`src/rtl/seq_pkg.sv`:
```
// Shared definitions for the frame-level stage sequencer.
// Holds the FSM state encoding, the stage index width and the default
// watchdog limit used by stage_sequencer and seq_watchdog.
package seq_pkg;

    localparam int          STAGE_IDX_W            = 3;
    localparam int unsigned DEFAULT_TIMEOUT_CYCLES = 2000000;

    typedef enum logic [2:0] {
        S_IDLE   = 3'd0,
        S_LAUNCH = 3'd1,
        S_START  = 3'd2,
        S_RUN    = 3'd3,
        S_DONE   = 3'd4,
        S_ERROR  = 3'd5
    } seq_state_t;

endpackage

```
`src/rtl/seq_watchdog.sv`:
```
// Per-stage watchdog counter for the stage sequencer.
// Counts cycles while enabled and flags the cycle in which the count has
// reached LIMIT-1, i.e. the LIMIT-th enabled cycle since the last clear.
// LIMIT=0 disables the timeout output entirely.
//
// Ports:
//   clk        system clock
//   rst        synchronous active-high reset
//   i_clr      clear counter to 0 (takes priority over i_en)
//   i_en       count this cycle
//   o_timeout  high while enabled and the count equals LIMIT-1
module seq_watchdog #(
    parameter int unsigned LIMIT = 100,
    parameter int unsigned WIDTH = 22
) (
    input  logic clk,
    input  logic rst,
    input  logic i_clr,
    input  logic i_en,
    output logic o_timeout
);

    localparam logic [WIDTH-1:0] LIMIT_M1 = WIDTH'(LIMIT - 1);

    logic [WIDTH-1:0] r_count;

    always_ff @(posedge clk) begin
        if (rst) begin
            r_count <= '0;
        end else if (i_clr) begin
            r_count <= '0;
        end else if (i_en) begin
            r_count <= r_count + 1'b1;
        end
    end

    assign o_timeout = (LIMIT != 0) && i_en && (r_count == LIMIT_M1);

endmodule

```
`src/rtl/stage_sequencer.sv`:
```
// Frame-level controller that launches the image-processing stages in
// order, one frame at a time: wait for the stage's ready gate, pulse its
// start for one cycle, wait for its end-of-frame pulse, move on.
// Offers busy/done/error status, continuous frame mode and a per-stage
// watchdog.
//
// Ports:
//   clk, rst       clock, synchronous active-high reset
//   frame_start    pulse, start one frame (IDLE only)
//   continuous     level, relaunch stage 0 after DONE
//   abort          pulse, back to IDLE (clears ERROR too)
//   clear_error    pulse, leave ERROR
//   stage_ready    per-stage launch gate
//   stage_endf     per-stage end-of-frame pulse
//   stage_start    one-hot single-cycle start pulse
//   busy           high in LAUNCH/START/RUN/DONE
//   cur_stage      stage being launched or run
//   frame_done     single-cycle pulse per finished frame
//   error          watchdog error (ERROR state)
//   err_stage      stage index captured on timeout
//   frame_count    completed frames, wrapping
//
// state  | meaning
// IDLE   | waiting for frame_start
// LAUNCH | waiting for stage_ready[cur_stage]
// START  | stage_start[cur_stage] pulsed, watchdog cleared
// RUN    | waiting for stage_endf[cur_stage], watchdog counting
// DONE   | frame complete for one cycle, frame_done pulsed
// ERROR  | watchdog expired, waiting for clear_error/abort
module stage_sequencer
    import seq_pkg::*;
#(
    parameter int unsigned NUM_STAGES      = 2,
    parameter int unsigned TIMEOUT_CYCLES  = DEFAULT_TIMEOUT_CYCLES,
    parameter int unsigned TO_WIDTH        = 22,
    parameter int unsigned FRAME_CNT_WIDTH = 16
) (
    input  logic                       clk,
    input  logic                       rst,
    input  logic                       frame_start,
    input  logic                       continuous,
    input  logic                       abort,
    input  logic                       clear_error,
    input  logic [NUM_STAGES-1:0]      stage_ready,
    input  logic [NUM_STAGES-1:0]      stage_endf,
    output logic [NUM_STAGES-1:0]      stage_start,
    output logic                       busy,
    output logic [STAGE_IDX_W-1:0]     cur_stage,
    output logic                       frame_done,
    output logic                       error,
    output logic [STAGE_IDX_W-1:0]     err_stage,
    output logic [FRAME_CNT_WIDTH-1:0] frame_count
);

    localparam logic [NUM_STAGES-1:0]  ONE_HOT0 = 1;
    localparam logic [STAGE_IDX_W-1:0] LAST_IDX = STAGE_IDX_W'(NUM_STAGES - 1);

    seq_state_t                 r_state;
    logic [STAGE_IDX_W-1:0]     r_cur_stage;
    logic [NUM_STAGES-1:0]      r_stage_start;
    logic                       r_busy;
    logic                       r_frame_done;
    logic                       r_error;
    logic [STAGE_IDX_W-1:0]     r_err_stage;
    logic [FRAME_CNT_WIDTH-1:0] r_frame_count;

    logic [NUM_STAGES-1:0]      w_cur_onehot;
    logic                       w_ready_cur;
    logic                       w_endf_cur;
    logic                       w_last;
    logic                       w_timeout;

    // Masking with the one-hot of cur_stage keeps the other stages' bits
    // out of the decision and avoids an out-of-range index.
    assign w_cur_onehot = ONE_HOT0 << r_cur_stage;
    assign w_ready_cur  = |(stage_ready & w_cur_onehot);
    assign w_endf_cur   = |(stage_endf & w_cur_onehot);
    assign w_last       = (r_cur_stage == LAST_IDX);

    seq_watchdog #(
        .LIMIT (TIMEOUT_CYCLES),
        .WIDTH (TO_WIDTH)
    ) u_watchdog (
        .clk       (clk),
        .rst       (rst),
        .i_clr     (r_state == S_START),
        .i_en      (r_state == S_RUN),
        .o_timeout (w_timeout)
    );

    always_ff @(posedge clk) begin
        if (rst) begin
            r_state       <= S_IDLE;
            r_cur_stage   <= '0;
            r_stage_start <= '0;
            r_busy        <= 1'b0;
            r_frame_done  <= 1'b0;
            r_error       <= 1'b0;
            r_err_stage   <= '0;
            r_frame_count <= '0;
        end else begin
            r_stage_start <= '0;
            r_frame_done  <= 1'b0;

            if (abort) begin
                // Abort outranks everything; in ERROR it doubles as clear.
                r_state     <= S_IDLE;
                r_cur_stage <= '0;
                r_busy      <= 1'b0;
                r_error     <= 1'b0;
            end else begin
                case (r_state)
                    S_IDLE: begin
                        if (frame_start) begin
                            r_state     <= S_LAUNCH;
                            r_cur_stage <= '0;
                            r_busy      <= 1'b1;
                        end
                    end
                    S_LAUNCH: begin
                        if (w_ready_cur) begin
                            r_state       <= S_START;
                            r_stage_start <= w_cur_onehot;
                        end
                    end
                    S_START: begin
                        r_state <= S_RUN;
                    end
                    S_RUN: begin
                        // endf beats a timeout in the same cycle.
                        if (w_endf_cur) begin
                            if (w_last) begin
                                r_state       <= S_DONE;
                                r_frame_done  <= 1'b1;
                                r_frame_count <= r_frame_count + 1'b1;
                            end else begin
                                r_state     <= S_LAUNCH;
                                r_cur_stage <= r_cur_stage + 1'b1;
                            end
                        end else if (w_timeout) begin
                            r_state     <= S_ERROR;
                            r_busy      <= 1'b0;
                            r_error     <= 1'b1;
                            r_err_stage <= r_cur_stage;
                        end
                    end
                    S_DONE: begin
                        r_cur_stage <= '0;
                        if (continuous) begin
                            r_state <= S_LAUNCH;
                        end else begin
                            r_state <= S_IDLE;
                            r_busy  <= 1'b0;
                        end
                    end
                    S_ERROR: begin
                        if (clear_error) begin
                            r_state     <= S_IDLE;
                            r_cur_stage <= '0;
                            r_error     <= 1'b0;
                        end
                    end
                    default: begin
                        r_state     <= S_IDLE;
                        r_cur_stage <= '0;
                        r_busy      <= 1'b0;
                        r_error     <= 1'b0;
                    end
                endcase
            end
        end
    end

    assign stage_start = r_stage_start;
    assign busy        = r_busy;
    assign cur_stage   = r_cur_stage;
    assign frame_done  = r_frame_done;
    assign error       = r_error;
    assign err_stage   = r_err_stage;
    assign frame_count = r_frame_count;

endmodule

```
`config.mk`:
```
export PLATFORM = sky130hd
export DESIGN_NAME = stage_sequencer
export DESIGN_NICKNAME = d
export VERILOG_FILES = /design/src/rtl/seq_pkg.sv /design/src/rtl/seq_watchdog.sv /design/src/rtl/stage_sequencer.sv
export SDC_FILE = /design/constraint.sdc
export NUM_CORES = 1
export LEC_CHECK = 0
export ABC_AREA = 1
export BUFFER_PORTS_ARGS = -buffer_cell sky130_fd_sc_hd__buf_4
export CAP_MARGIN = 10
export CELL_PAD_IN_SITES_DETAIL_PLACEMENT = 0
export CELL_PAD_IN_SITES_GLOBAL_PLACEMENT = 1
export CORE_MARGIN = 8
export CORE_UTILIZATION = 30
export DETAILED_ROUTE_END_ITERATION = 6
export GPL_TIMING_DRIVEN = 0
export PLACE_DENSITY_LB_ADDON = 0.1
export RECOVER_POWER = 100
export SYNTH_ARGS = -nofsm -noshare
export SYNTH_HDL_FRONTEND = slang
export SYNTH_SLANG_ARGS = --single-unit
```
`constraint.sdc`:
```
create_clock -name clk -period 1.5 [get_ports clk]
set_clock_uncertainty 0.05 [all_clocks]
set_input_delay 0 -clock clk [delete_from_list [all_inputs] [get_ports clk]]
set_output_delay 0 -clock clk [all_outputs]
set_load 0.02 [all_outputs]
```
After elaboration in Yosys (flattened, before gate mapping). Index checks and enable logic that the tools add are counted.

Bitwise logic cells: 10. Multiplexer cells: 22. Equal/unequal tests: 16. Shifts and indexed selects: 1. Reduce and logical (&&, ||, !) cells: 17. Add/sub/neg operators: 3.

Operators by type and width (count): $mux 3 (9); $add 22x1->22 const B (1); $eq 22x21->1 const B (1); $pmux 3 s6 (1); $add 16x1->16 const B (1); $ne 2x2->1 const B (8); $reduce_and 4->1 (4); $pmux 3 s4 (1); $reduce_or 4->1 (3); $reduce_and 5->1 (2); $reduce_or 2->1 (5); $mux 1 (9); $not 1->1 (8); $eq 3x1->1 const B (2); $eq 3x2->1 const B (2); $eq 3x3->1 const B (2); $and 2x2->2 (2); $pmux 1 s4 (1); $add 3x1->3 const B (1); $logic_not 3->1 (1); $ne 3x3->1 const B (1); $pmux 1 s3 (1); $reduce_or 3->1 (1); $shl 1x3->2 const A (1); $logic_and 1x1->1 (1).

Bits of input ports: 10. Register bits after elaboration: 52. Logic and storage cells: 78. Output and inout port bits: 27.

Logic depth before layout (Yosys ltp). Gate-level depths: netlist of the first run.

Depth after elaboration: 5. Depth in mapped cells: 12. Gate-level depth less buffers: 12.

By module. A second synthesis of the first run with hierarchy kept.

Cell total of the unflattened synthesis: 447. Area total of the unflattened synthesis: 2851.5 um^2.

By module, submodules not included: stage_sequencer (sequential area each 600.6 um^2, cells an instance 266, area each 1675.4 um^2, instances 1); seq_watchdog (sequential area each 440.4 um^2, cells an instance 181, area each 1176.1 um^2, instances 1).

Worst setup path after synthesis of the first run. No wires, ideal clock.

Path type: register to register. From: register r_cur_stage[0], in the netlist cur_stage[0]. To: register r_frame_count[7], in the netlist frame_count[7]. Slack: -0.115 ns. Data arrival time: 1.447 ns. Setup time: 0.118 ns. Clock period less this slack: 1.615 ns. Cell stages (with the launch flop): 9. Cells stage by stage: dfxtp_1 inv_2 nor3_2 nand2_1 nand2_2 nand3_4 buf_2 nor3_1 nor2_1.

Word-level cells in the longest chain between the ends: 4.

Ends and longest elaborated chain: start: declaration (line stage_sequencer.sv:59) `logic [STAGE_IDX_W-1:0] r_cur_stage;`; start signal: assignment (line stage_sequencer.sv:138) `r_cur_stage <= r_cur_stage + 1'b1;`; $shl 1x3->2 (line stage_sequencer.sv:75) `assign w_cur_onehot = ONE_HOT0 << r_cur_stage;`; $and 2x2->2 (line stage_sequencer.sv:77) `assign w_endf_cur = |(stage_endf & w_cur_onehot);`; $reduce_or 2->1 (line stage_sequencer.sv:77); $reduce_and 4->1 (no line) (*); end signal: assignment (line stage_sequencer.sv:135) `r_frame_count <= r_frame_count + 1'b1;`; end: declaration (line stage_sequencer.sv:65) `logic [FRAME_CNT_WIDTH-1:0] r_frame_count;`.

Every way passes the cells marked *; elsewhere a longest branch is shown, timed or not. A chain may end at the register's enable or synchronous reset.

Worst setup path in the final report of the first run.
From: register r_cur_stage[0], in the netlist cur_stage[0]. To: register r_frame_count[13], in the netlist frame_count[13].

The elaborated chain is that of the path after synthesis.

==> results of run 1 <==
Yosys cell counts (2+ instances only):
library cell / instances / area (um^2)
a21oi_1: 29 / 145.1
buf_2: 2 / 10.01
clkbuf_1: 3 / 11.26
dfxtp_1: 52 / 1041
ha_1: 4 / 50.05
inv_1: 68 / 255.2
inv_2: 2 / 7.510
nand2_1: 139 / 521.8
nand2_2: 4 / 25.02
nand3_1: 28 / 140.1
nand3b_1: 2 / 15.01
nand4_1: 13 / 81.33
nor2_1: 73 / 274.0
nor2_2: 3 / 18.77
nor2_4: 2 / 22.52
nor3_1: 11 / 55.05
nor3_2: 2 / 20.02
nor4_1: 2 / 12.51
o21ai_0: 13 / 65.06
xnor2_1: 4 / 35.03
xor2_1: 8 / 70.07
sequential cells by signal, summed over array words and instances (netlist names):
name / flops
frame_count: 16
frame_done: 1
u_watchdog.r_count: 22
err_stage: 3
stage_start: 2
cur_stage: 3
r_state: 3
busy: 1
error: 1
area by class of cell:
type	count	area (um^2)	share of cell area (%)
repair buffers	71	515.5	12.38
well taps	133	166.4	3.995
multi-input cells	344	1969	47.28
plain buffers	6	48.80	1.172
flip-flops and latches	52	1092	26.22
clock buffers	8	90.09	2.163
inverters	71	282.8	6.789
kinds of logic after synthesis:
family,Yosys count,share of synthesized area (%)
AOI/OAI and AO/OA,44,7.498
xor gates and xnor gates,12,3.538
buffers and inverters,77,10.11
DFF,52,35.05
adders and majority gates,4,1.685
and+or+nand+nor,284,42.12
worst reg2reg max path: cells and delay by family, from the launching register on:
kind	cells	cell delay, ns
and+or+nand+nor	3	0.27
buffers and inverters	4	0.45
adders and majority gates	1	0.19
AOI/OAI and AO/OA	1	0.05
DFF	1	0.38
per-stage QoR:
step / cell area, um^2 / hold slack (ns) / power (W) / worst slack, ns
finish: 4165 / 0.02517 / 0.002503 / 0.005165
global placement: 3405 / 0.3137 / 0.001617 / -0.2801
CTS: 3914 / 0.01108 / 0.002542 / -0.01327
floorplan: 2975 / 0.1701 / 0.001553 / 0.004703
global route: 4165 / 0.05790 / 0.002636 / -0.1266
detailed placement: 3405 / 0.3237 / 0.001617 / -0.2681
power by group through the flow:
stage          combinational, W  clock [W]  sequential [W]
3_5_place_dp           0.000182          0         0.00144
2_1_floorplan          0.000114          0         0.00144
4_1_cts                0.000228   0.000921         0.00139
6_report               0.000257   0.000858         0.00139
5_1_grt                0.000285   0.000960         0.00139
3_3_place_gp           0.000182          0         0.00144
cells in the final DEF (no fill, tap or decap), types with 8 or more instances in the layout:
cell type | synthesis | layout
nand4_1 | 13 | 13
inv_1 | 68 | 61
dfxtp_4 | 0 | 10
nand3_1 | 28 | 20
nor2_1 | 73 | 55
nor2_4 | 2 | 15
dfxtp_1 | 52 | 31
nand3_2 | 1 | 8
clkbuf_1 | 3 | 23
o21ai_0 | 13 | 9
a21oi_1 | 29 | 24
nand2_2 | 4 | 16
buf_4 | 0 | 44
nor2_2 | 3 | 8
xor2_1 | 8 | 8
nand2_1 | 139 | 119
nand2_4 | 1 | 9
dfxtp_2 | 0 | 11
path summary, 6_finish.rpt:
check	startpoint	end	cells past startpoint
max	cur_stage[0]	frame_count[13]	9
min	stage_ready[1]	stage_start[1]	5
max reg2reg	cur_stage[0]	frame_count[13]	9
min reg2reg	error	error	2
layer usage:
metal,routed length [um],vias to the layer above
met3,348,10
met5,0,-
li1,-,1637
met1,4018,1454
met2,4085,38
met4,125,0
what timing repair did:
action                                 CTS  global route
hold buffers                             1             0
gates cloned                             1             0
resized for setup                       73            73
pin swaps                               15            38
endpoints found under the hold margin    1             0
setup endpoints to repair               49            47
buffers inserted                        21            13
==> impl_metrics.ini, run 1 <==
[status]
status = finished, final reports clean

[sta]
finalMaxSlewViolations = 0
rsz0062_at_grt = yes
maxClockFrequency_ghz = 0.6690
final.min_clock_period_ns = 1.495
max_slew.worst_pin.slew_ns = 0.6520
timing.slew.headroom_pct = 56.37
setup_viol = 0
fin_crit_sh_pct = 99.66
hold_viol = 0
tns_ns = 0

[logic_synthesis]
async_flop_share_pct = 0
synth_cell_types = 30
syn_nets = 487
ys.warnings.count = 0
synth_cells = 473
synth_flop_cell = dfxtp_1
syn_area_per_cell_um2 = 6.280
syn-cell-area_um2 = 2970
ys_seq_elements = 52
synth_edf_count = 0
ys_seq_area_share_pct = 35.05

[clock_network]
htree_levels = 2
cts_tree = done
clockBufferDepth = 2
cts.sinks = 52
clk_pin_slew_ns = 0.10
clk_latency_ns = 0.31
cts_buffers = 5
cts_root_buffer = clkbuf_8

[grt]
grt_usage_pct = 13.13
use_met3_pct = 2.970
use_met2_pct = 22.25
grt.busiest_layer = met2
grt_max_degree = 15
met1_usage_pct = 16.22
overflow = 0
grt_pass1_vias = 3037
grt_pass1_wl_um = 14230
antenna_found_initial = 0

[route]
vias = 3139
drt_iter0_drc = 134
wl_um = 8578
drcViolationCount = 0
vias_per_cell = 4.582
ant_nets = 0
drt_pre_antenna_iters = 4
wl_per_cell_um = 12.52

[layout]
finalNonFillerCells = 685
finalNetCount = 565
n_antenna_cell = 0
drive_above_1_share_pct = 30.80
post-route-util_pct = 43.01
fillers = 1043
areaGrowthSynthToFinish_pct = 40.23

[setup_path]
critical_path.max_fanout = 5
slowest_delay_ns = 0.38
critPathArrivalTime_ns = 1.63
path_buf_inv = 4
cp_cell_sequence = buf_4 > ha_1 > nand2_1 > inv_2 > nand3_4 > clkinv_4 > buf_8 > nand2_1 > a21oi_2
worstPathRequired_ns = 1.63
cp-end-kind = register
cp_slowest_cell = dfxtp_4
worstSetupStartpointType = register
cpLargestDelayFamily = buffers and inverters
cp_common_cell = nand2_1
path_class = register to register
rrSetupSlack_ns = 0.005

[power]
clkPwrFrac_pct = 34.3
internal-power_w = 0.001860
cellPowerDensity_nw_per_um2 = 600.9
p_leak_nw = 1.741
vdd_drop_max_mv = 0.3165
seqPwrFrac_pct = 55.5
power_frac_comb_pct = 10.3
power.switching_w = 0.0006430
swShare_pct = 25.69

[placement]
io_buffers = 35
place.gp.congestion = 0.7811
dp.cells = 641
hpwl_um = 6105

[floorplan]
pin_count = 37
row_count = 36
coreArea_um2 = 9684
initial_core_util_pct = 30.67
die-height_um = 115.5
die_x_um = 115.5
dieArea_um2 = 13340

[min_path]
hold_path.class = input port to register

[flow_run]
max_cap_viol_count = 0
No activity file was read; power rests on OpenSTA's default activity.
==> inputs of run 2 (changes only) <==
--- a/config.mk
+++ b/config.mk
@@ -16,6 +16,7 @@
 export GPL_TIMING_DRIVEN = 0
 export PLACE_DENSITY_LB_ADDON = 0.1
 export RECOVER_POWER = 100
+export SETUP_SLACK_MARGIN = 0.3
 export SYNTH_ARGS = -nofsm -noshare
 export SYNTH_HDL_FRONTEND = slang
 export SYNTH_SLANG_ARGS = --single-unit
==> impl_metrics.ini, run 2 (synthesis results as in run 1) <==
[layout]
final_cell_mix = 108 x nand2_1, 63 x buf_4, 54 x inv_1, 54 x nor2_1, 28 x dfxtp_1
finalNonFillerCells = 710
largest_register_ff_count = 22
post-route-util_pct = 47.17
drive_above_1_share_pct = 40.55
layout_commonest_cell = nand2_1
finalNetCount = 590
areaGrowthSynthToFinish_pct = 53.79
top_register = u_watchdog.r_count
n_antenna_cell = 0

[setup_path]
critical_path.max_fanout = 2
cp-end-kind = register
critPathArrivalTime_ns = 1.66
path_class = register to register
cp_slowest_cell = dfxtp_2
path_buf_inv = 2
worstPathRequired_ns = 1.66
cp_cell_sequence = ha_4 > nand2_4 > inv_4 > nand2_4 > nor2_4 > nand3_2 > nor2_4 > buf_6 > nand4_1 > nand2_1 > nor2_1
worstSetupStartpointType = register
slowest_delay_ns = 0.37
cpLargestDelayFamily = simple AND/OR/NAND/NOR gates

[placement]
dp.cells = 641
hpwl_um = 6157
place.gp.congestion = 0.7958
io_buffers = 35

[route]
wl_per_cell_um = 12.98
drcViolationCount = 0
vias_per_cell = 4.514
wl_um = 9215
drt_pre_antenna_iters = 7
vias = 3205
drt_iter0_drc = 102
ant_nets = 0

[sta]
final.min_clock_period_ns = 1.499
rsz0062_at_grt = yes
setup_viol = 0
hold_viol = 0
fin_crit_sh_pct = 99.93
timing.slew.headroom_pct = 53.65
maxClockFrequency_ghz = 0.6671
finalMaxSlewViolations = 0
max_slew.worst_pin.slew_ns = 0.6952

[clock_network]
htree_levels = 2
clockBufferDepth = 2
cts_root_buffer = clkbuf_8
clk_pin_slew_ns = 0.11
cts_buffers = 5
cts_tree = done
cts.sinks = 52
clk_latency_ns = 0.31

[floorplan]
coreArea_um2 = 9684
die-height_um = 115.5
dieArea_um2 = 13340
initial_core_util_pct = 30.67
pin_count = 37
die_x_um = 115.5
row_count = 36

[flow_run]
max_cap_viol_count = 0

[grt]
grt_pass1_wl_um = 14670
grt_max_degree = 17
met1_usage_pct = 16.72
grt_usage_pct = 13.59
use_met3_pct = 2.449
grt.busiest_layer = met2
antenna_found_initial = 0
overflow = 0
use_met2_pct = 23.80
grt_pass1_vias = 3107

[power]
p_leak_nw = 1.917
vdd_drop_max_mv = 0.2948
cellPowerDensity_nw_per_um2 = 554.8
power_w = 0.002534

[min_path]
hold_path.class = input port to register

[status]
status = finished, final reports clean
-- run 2: changes by cell type in the layout (fill, tap and decap cells not counted), moves of 4 or more --
| cell | delta |
|---|---|
| buf_4 | +19 |
| nand2_1 | -11 |
| o21ai_1 | +9 |
| buf_6 | +8 |
| o21ai_0 | -8 |
| inv_1 | -7 |
| inv_2 | +6 |
| nand2_2 | +6 |
| a21oi_1 | -5 |
| a21oi_2 | +5 |
| clkbuf_1 | -5 |
| nand2_4 | +4 |
-- run 2: power breakdown --
part | switching (W) | internal, W
combinational | 0.000171 | 0.000136
clock | 0.000511 | 0.000328
sequential | 0.0000160 | 0.00137
total | 0.000698 | 0.00184
-- run 2: repair_timing --
item | 4_1_cts | 5_1_grt
setup endpoints to repair | 50 | 52
endpoints found under the hold margin | 1 | 0
pin swaps | 20 | 47
gates cloned | 3 | 1
setup buffers | 33 | 23
gates resized for setup | 85 | 105
hold buffers | 1 | 0
-- run 2: routing by layer --
metal | share of wire [%] | up-vias
li1 | - | 1689
met1 | 46 | 1477
met2 | 51 | 31
met3 | 2.9 | 8
met4 | 0.85 | 0
met5 | 0 | -
-- run 2: cell type report --
| cell class | instances | area, um^2 |
|---|---|---|
| clock buffer | 5 | 68.82 |
| timing repair buffer | 95 | 725.7 |
| tap | 133 | 166.4 |
| inverter | 71 | 290.3 |
| multi-input combinational | 344 | 2122 |
| fill | 1033 | 5116 |
| sequential | 52 | 1099 |
| clock inverter | 3 | 18.77 |
| buffer | 6 | 70.07 |
| timing repair inverter | 1 | 7.507 |
-- run 2: worst paths after layout --
check | startpoint | to | slack (ns) | cells past startpoint
worst max-delay path | u_watchdog.r_count[0] | err_stage[0] | 0.001 | 11
worst min-delay path | rst | frame_count[4] | 0.009 | 2
worst max register to register | u_watchdog.r_count[0] | err_stage[0] | 0.001 | 11
worst min register to register | error | error | 0.40 | 2
-- run 2: per-stage QoR --
| step | setup WS (ns) | setup TNS (ns) | hold WS [ns] | instance area (um^2) |
|---|---|---|---|---|
| 2_1_floorplan | 0.09110 | 0 | 0.1678 | 3048 |
| 3_3_place_gp | -0.2336 | -5.135 | 0.3137 | 3477 |
| 3_5_place_dp | -0.2340 | -5.192 | 0.3148 | 3477 |
| 4_1_cts | 0.002451 | 0 | 0.009894 | 4134 |
| 5_1_grt | -0.09947 | -1.969 | 0.04073 | 4568 |
| 6_report | 0.001029 | 0 | 0.009080 | 4568 |
==> inputs of run 3 (changes only) <==
--- a/config.mk
+++ b/config.mk
@@ -14,7 +14,7 @@
 export CORE_UTILIZATION = 30
 export DETAILED_ROUTE_END_ITERATION = 6
 export GPL_TIMING_DRIVEN = 0
-export PLACE_DENSITY_LB_ADDON = 0.1
+export PLACE_DENSITY_LB_ADDON = 0.15
 export RECOVER_POWER = 100
 export SETUP_SLACK_MARGIN = 0.3
 export SYNTH_ARGS = -nofsm -noshare
==> constraint.sdc (replaced) <==
create_clock -name clk -period 1.5 [get_ports clk]
set_clock_uncertainty 0.05 [all_clocks]
set_input_delay 0 -clock clk [delete_from_list [all_inputs] [get_ports clk]]
set_output_delay 0 -clock clk [all_outputs]
set_load 0.01 [all_outputs]
==> impl_metrics.ini, run 3 (synthesis results as in run 1) <==
[status]
status = complete, but fails checks
violations = setup timing

[power]
vdd_drop_max_mv = 0.3384
power.switching_w = 0.0006963
clkPwrFrac_pct = 32.4
internal-power_w = 0.001847
p_leak_nw = 2.073
seqPwrFrac_pct = 54.3
power_w = 0.002544
power_frac_comb_pct = 13.3
swShare_pct = 27.37
cellPowerDensity_nw_per_um2 = 534.6

[route]
wl_per_cell_um = 13.34
drt_pre_antenna_iters = 4
vias = 3199
drcViolationCount = 0
drt_iter0_drc = 144
ant_nets = 0
vias_per_cell = 4.531
wl_um = 9416

[layout]
final_cell_mix = 98 x nand2_1, 55 x buf_4, 49 x inv_1
largest_register_ff_count = 22
n_antenna_cell = 0
finalNetCount = 586
top_register = u_watchdog.r_count
areaGrowthSynthToFinish_pct = 60.19
post-route-util_pct = 49.13
layout_commonest_cell = nand2_1
drive_above_1_share_pct = 45.20

[sta]
hold_viol = 0
rsz0062_at_grt = yes
worst_slack_ns = -0.02266
fin_crit_sh_pct = 101.5
finalMaxSlewViolations = 0
maxClockFrequency_ghz = 0.6567
max_slew.worst_pin.slew_ns = 0.6573
holdWs_ns = 0.01150
timing.slew.headroom_pct = 56.18
final.min_clock_period_ns = 1.523
setup_viol = 5

[placement]
io_buffers = 35
place.gp.congestion = 0.7834
pre_cts_ws_ns = -0.1513
hpwl_um = 6142

[grt]
grt_max_degree = 17
overflow = 0
antenna_found_initial = 0
grt_pass1_vias = 2991
grt_pass1_wl_um = 14540
grt_usage_pct = 13.60

[clock_network]
cts.sinks = 52
cts_buffers = 5
cts_root_buffer = clkbuf_8
cts_tree = done
clk_pin_slew_ns = 0.10
htree_levels = 2
clk_latency_ns = 0.31
clockBufferDepth = 2

[setup_path]
worstPathRequired_ns = 1.66
cp_slowest_cell = dfxtp_4
cp_cell_sequence = nand2_4 > nor2_4 > nand2_4 > nor2_8 > buf_4 > nand2_4 > nor2_4 > nand3_1 > nand2_1 > nor2_1
slowest_delay_ns = 0.41
path_class = register to register
cp_common_cell = nand2_4
cp-end-kind = register
critPathArrivalTime_ns = 1.68
critical_path.max_fanout = 4
worstSetupStartpointType = register

[floorplan]
dieArea_um2 = 13340
coreArea_um2 = 9684
initial_core_util_pct = 30.67
row_count = 36
die-height_um = 115.5
die_x_um = 115.5
pin_count = 37

[flow_run]
max_cap_viol_count = 0

[min_path]
hold_path.class = input port to register
## run 3: cell types whose count changed in the layout (fill, tap and decap cells not counted), moves of 4 or more
cell,change
inv_1,-5
dfxtp_4,+6
o21ai_0,+5
nor2_4,+5
o21ai_1,-6
dfxtp_1,-4
nand2_4,+9
buf_4,-8
inv_4,+6
nand2_1,-10
nor2_1,-6
## run 3: area by class of cell
class                      instances  area (um^2)
buffer                             6        67.56
clock buffer                       6        72.57
clock inverter                     2        12.51
fill                            1001         4926
inverter                          71        295.3
multi-input combinational        344         2268
sequential                        52         1119
tap                              133        166.4
timing repair buffer              91        749.5
timing repair inverter             1        7.507
## run 3: repair_timing
action	in CTS	in global routing
endpoints found under the hold margin	1	0
resized for setup	110	107
pin swaps	38	47
gates cloned	2	1
hold buffers	1	0
setup endpoints to repair	50	52
setup buffers	28	25
## run 3: power groups by stage
stage | Clock [W] | Combinational, W | Sequential [W]
2_1_floorplan | 0 | 0.000117 | 0.00143
3_3_place_gp | 0 | 0.000183 | 0.00143
3_5_place_dp | 0 | 0.000183 | 0.00143
4_1_cts | 0.000869 | 0.000295 | 0.00139
5_1_grt | 0.000917 | 0.000369 | 0.00138
6_report | 0.000824 | 0.000339 | 0.00138
## run 3: through the flow
| stage | cells | cell area, um^2 | setup TNS, ns |
|---|---|---|---|
| finish | 706 | 4758 | -0.03781 |
| global route | 706 | 4758 | -2.231 |
| CTS | 680 | 4249 | 0 |
| detailed placement | 641 | 3537 | -3.009 |
| global placement | 641 | 3537 | -2.711 |
| floorplan | 473 | 3108 | 0 |
## run 3: per-layer routing
metal / part of all wire (%) / vias to the layer above / global-route usage, %
li1: - / 1683 / -
met1: 45 / 1461 / 17.14
met2: 50 / 46 / 23.10
met3: 3.4 / 9 / 2.606
met4: 1.3 / 0 / 3.590
met5: 0 / - / 0
## run 3: final timing paths
kind / start / end / slack [ns] / depth (start not counted)
setup / recovery: r_state[0] / u_watchdog.r_count[21] / -0.02 / 10
hold / removal: stage_ready[0] / stage_start[0] / 0.01 / 5
setup reg to reg: r_state[0] / u_watchdog.r_count[21] / -0.02 / 10
hold reg to reg: error / error / 0.40 / 2
## run 3: worst max-delay path, delay by kind of cell, from the launching register on
| family | cells | cell delay (ns) |
|---|---|---|
| and+or+nand+nor | 9 | 0.82 |
| buffers and inverters | 1 | 0.14 |
| DFF | 1 | 0.41 |
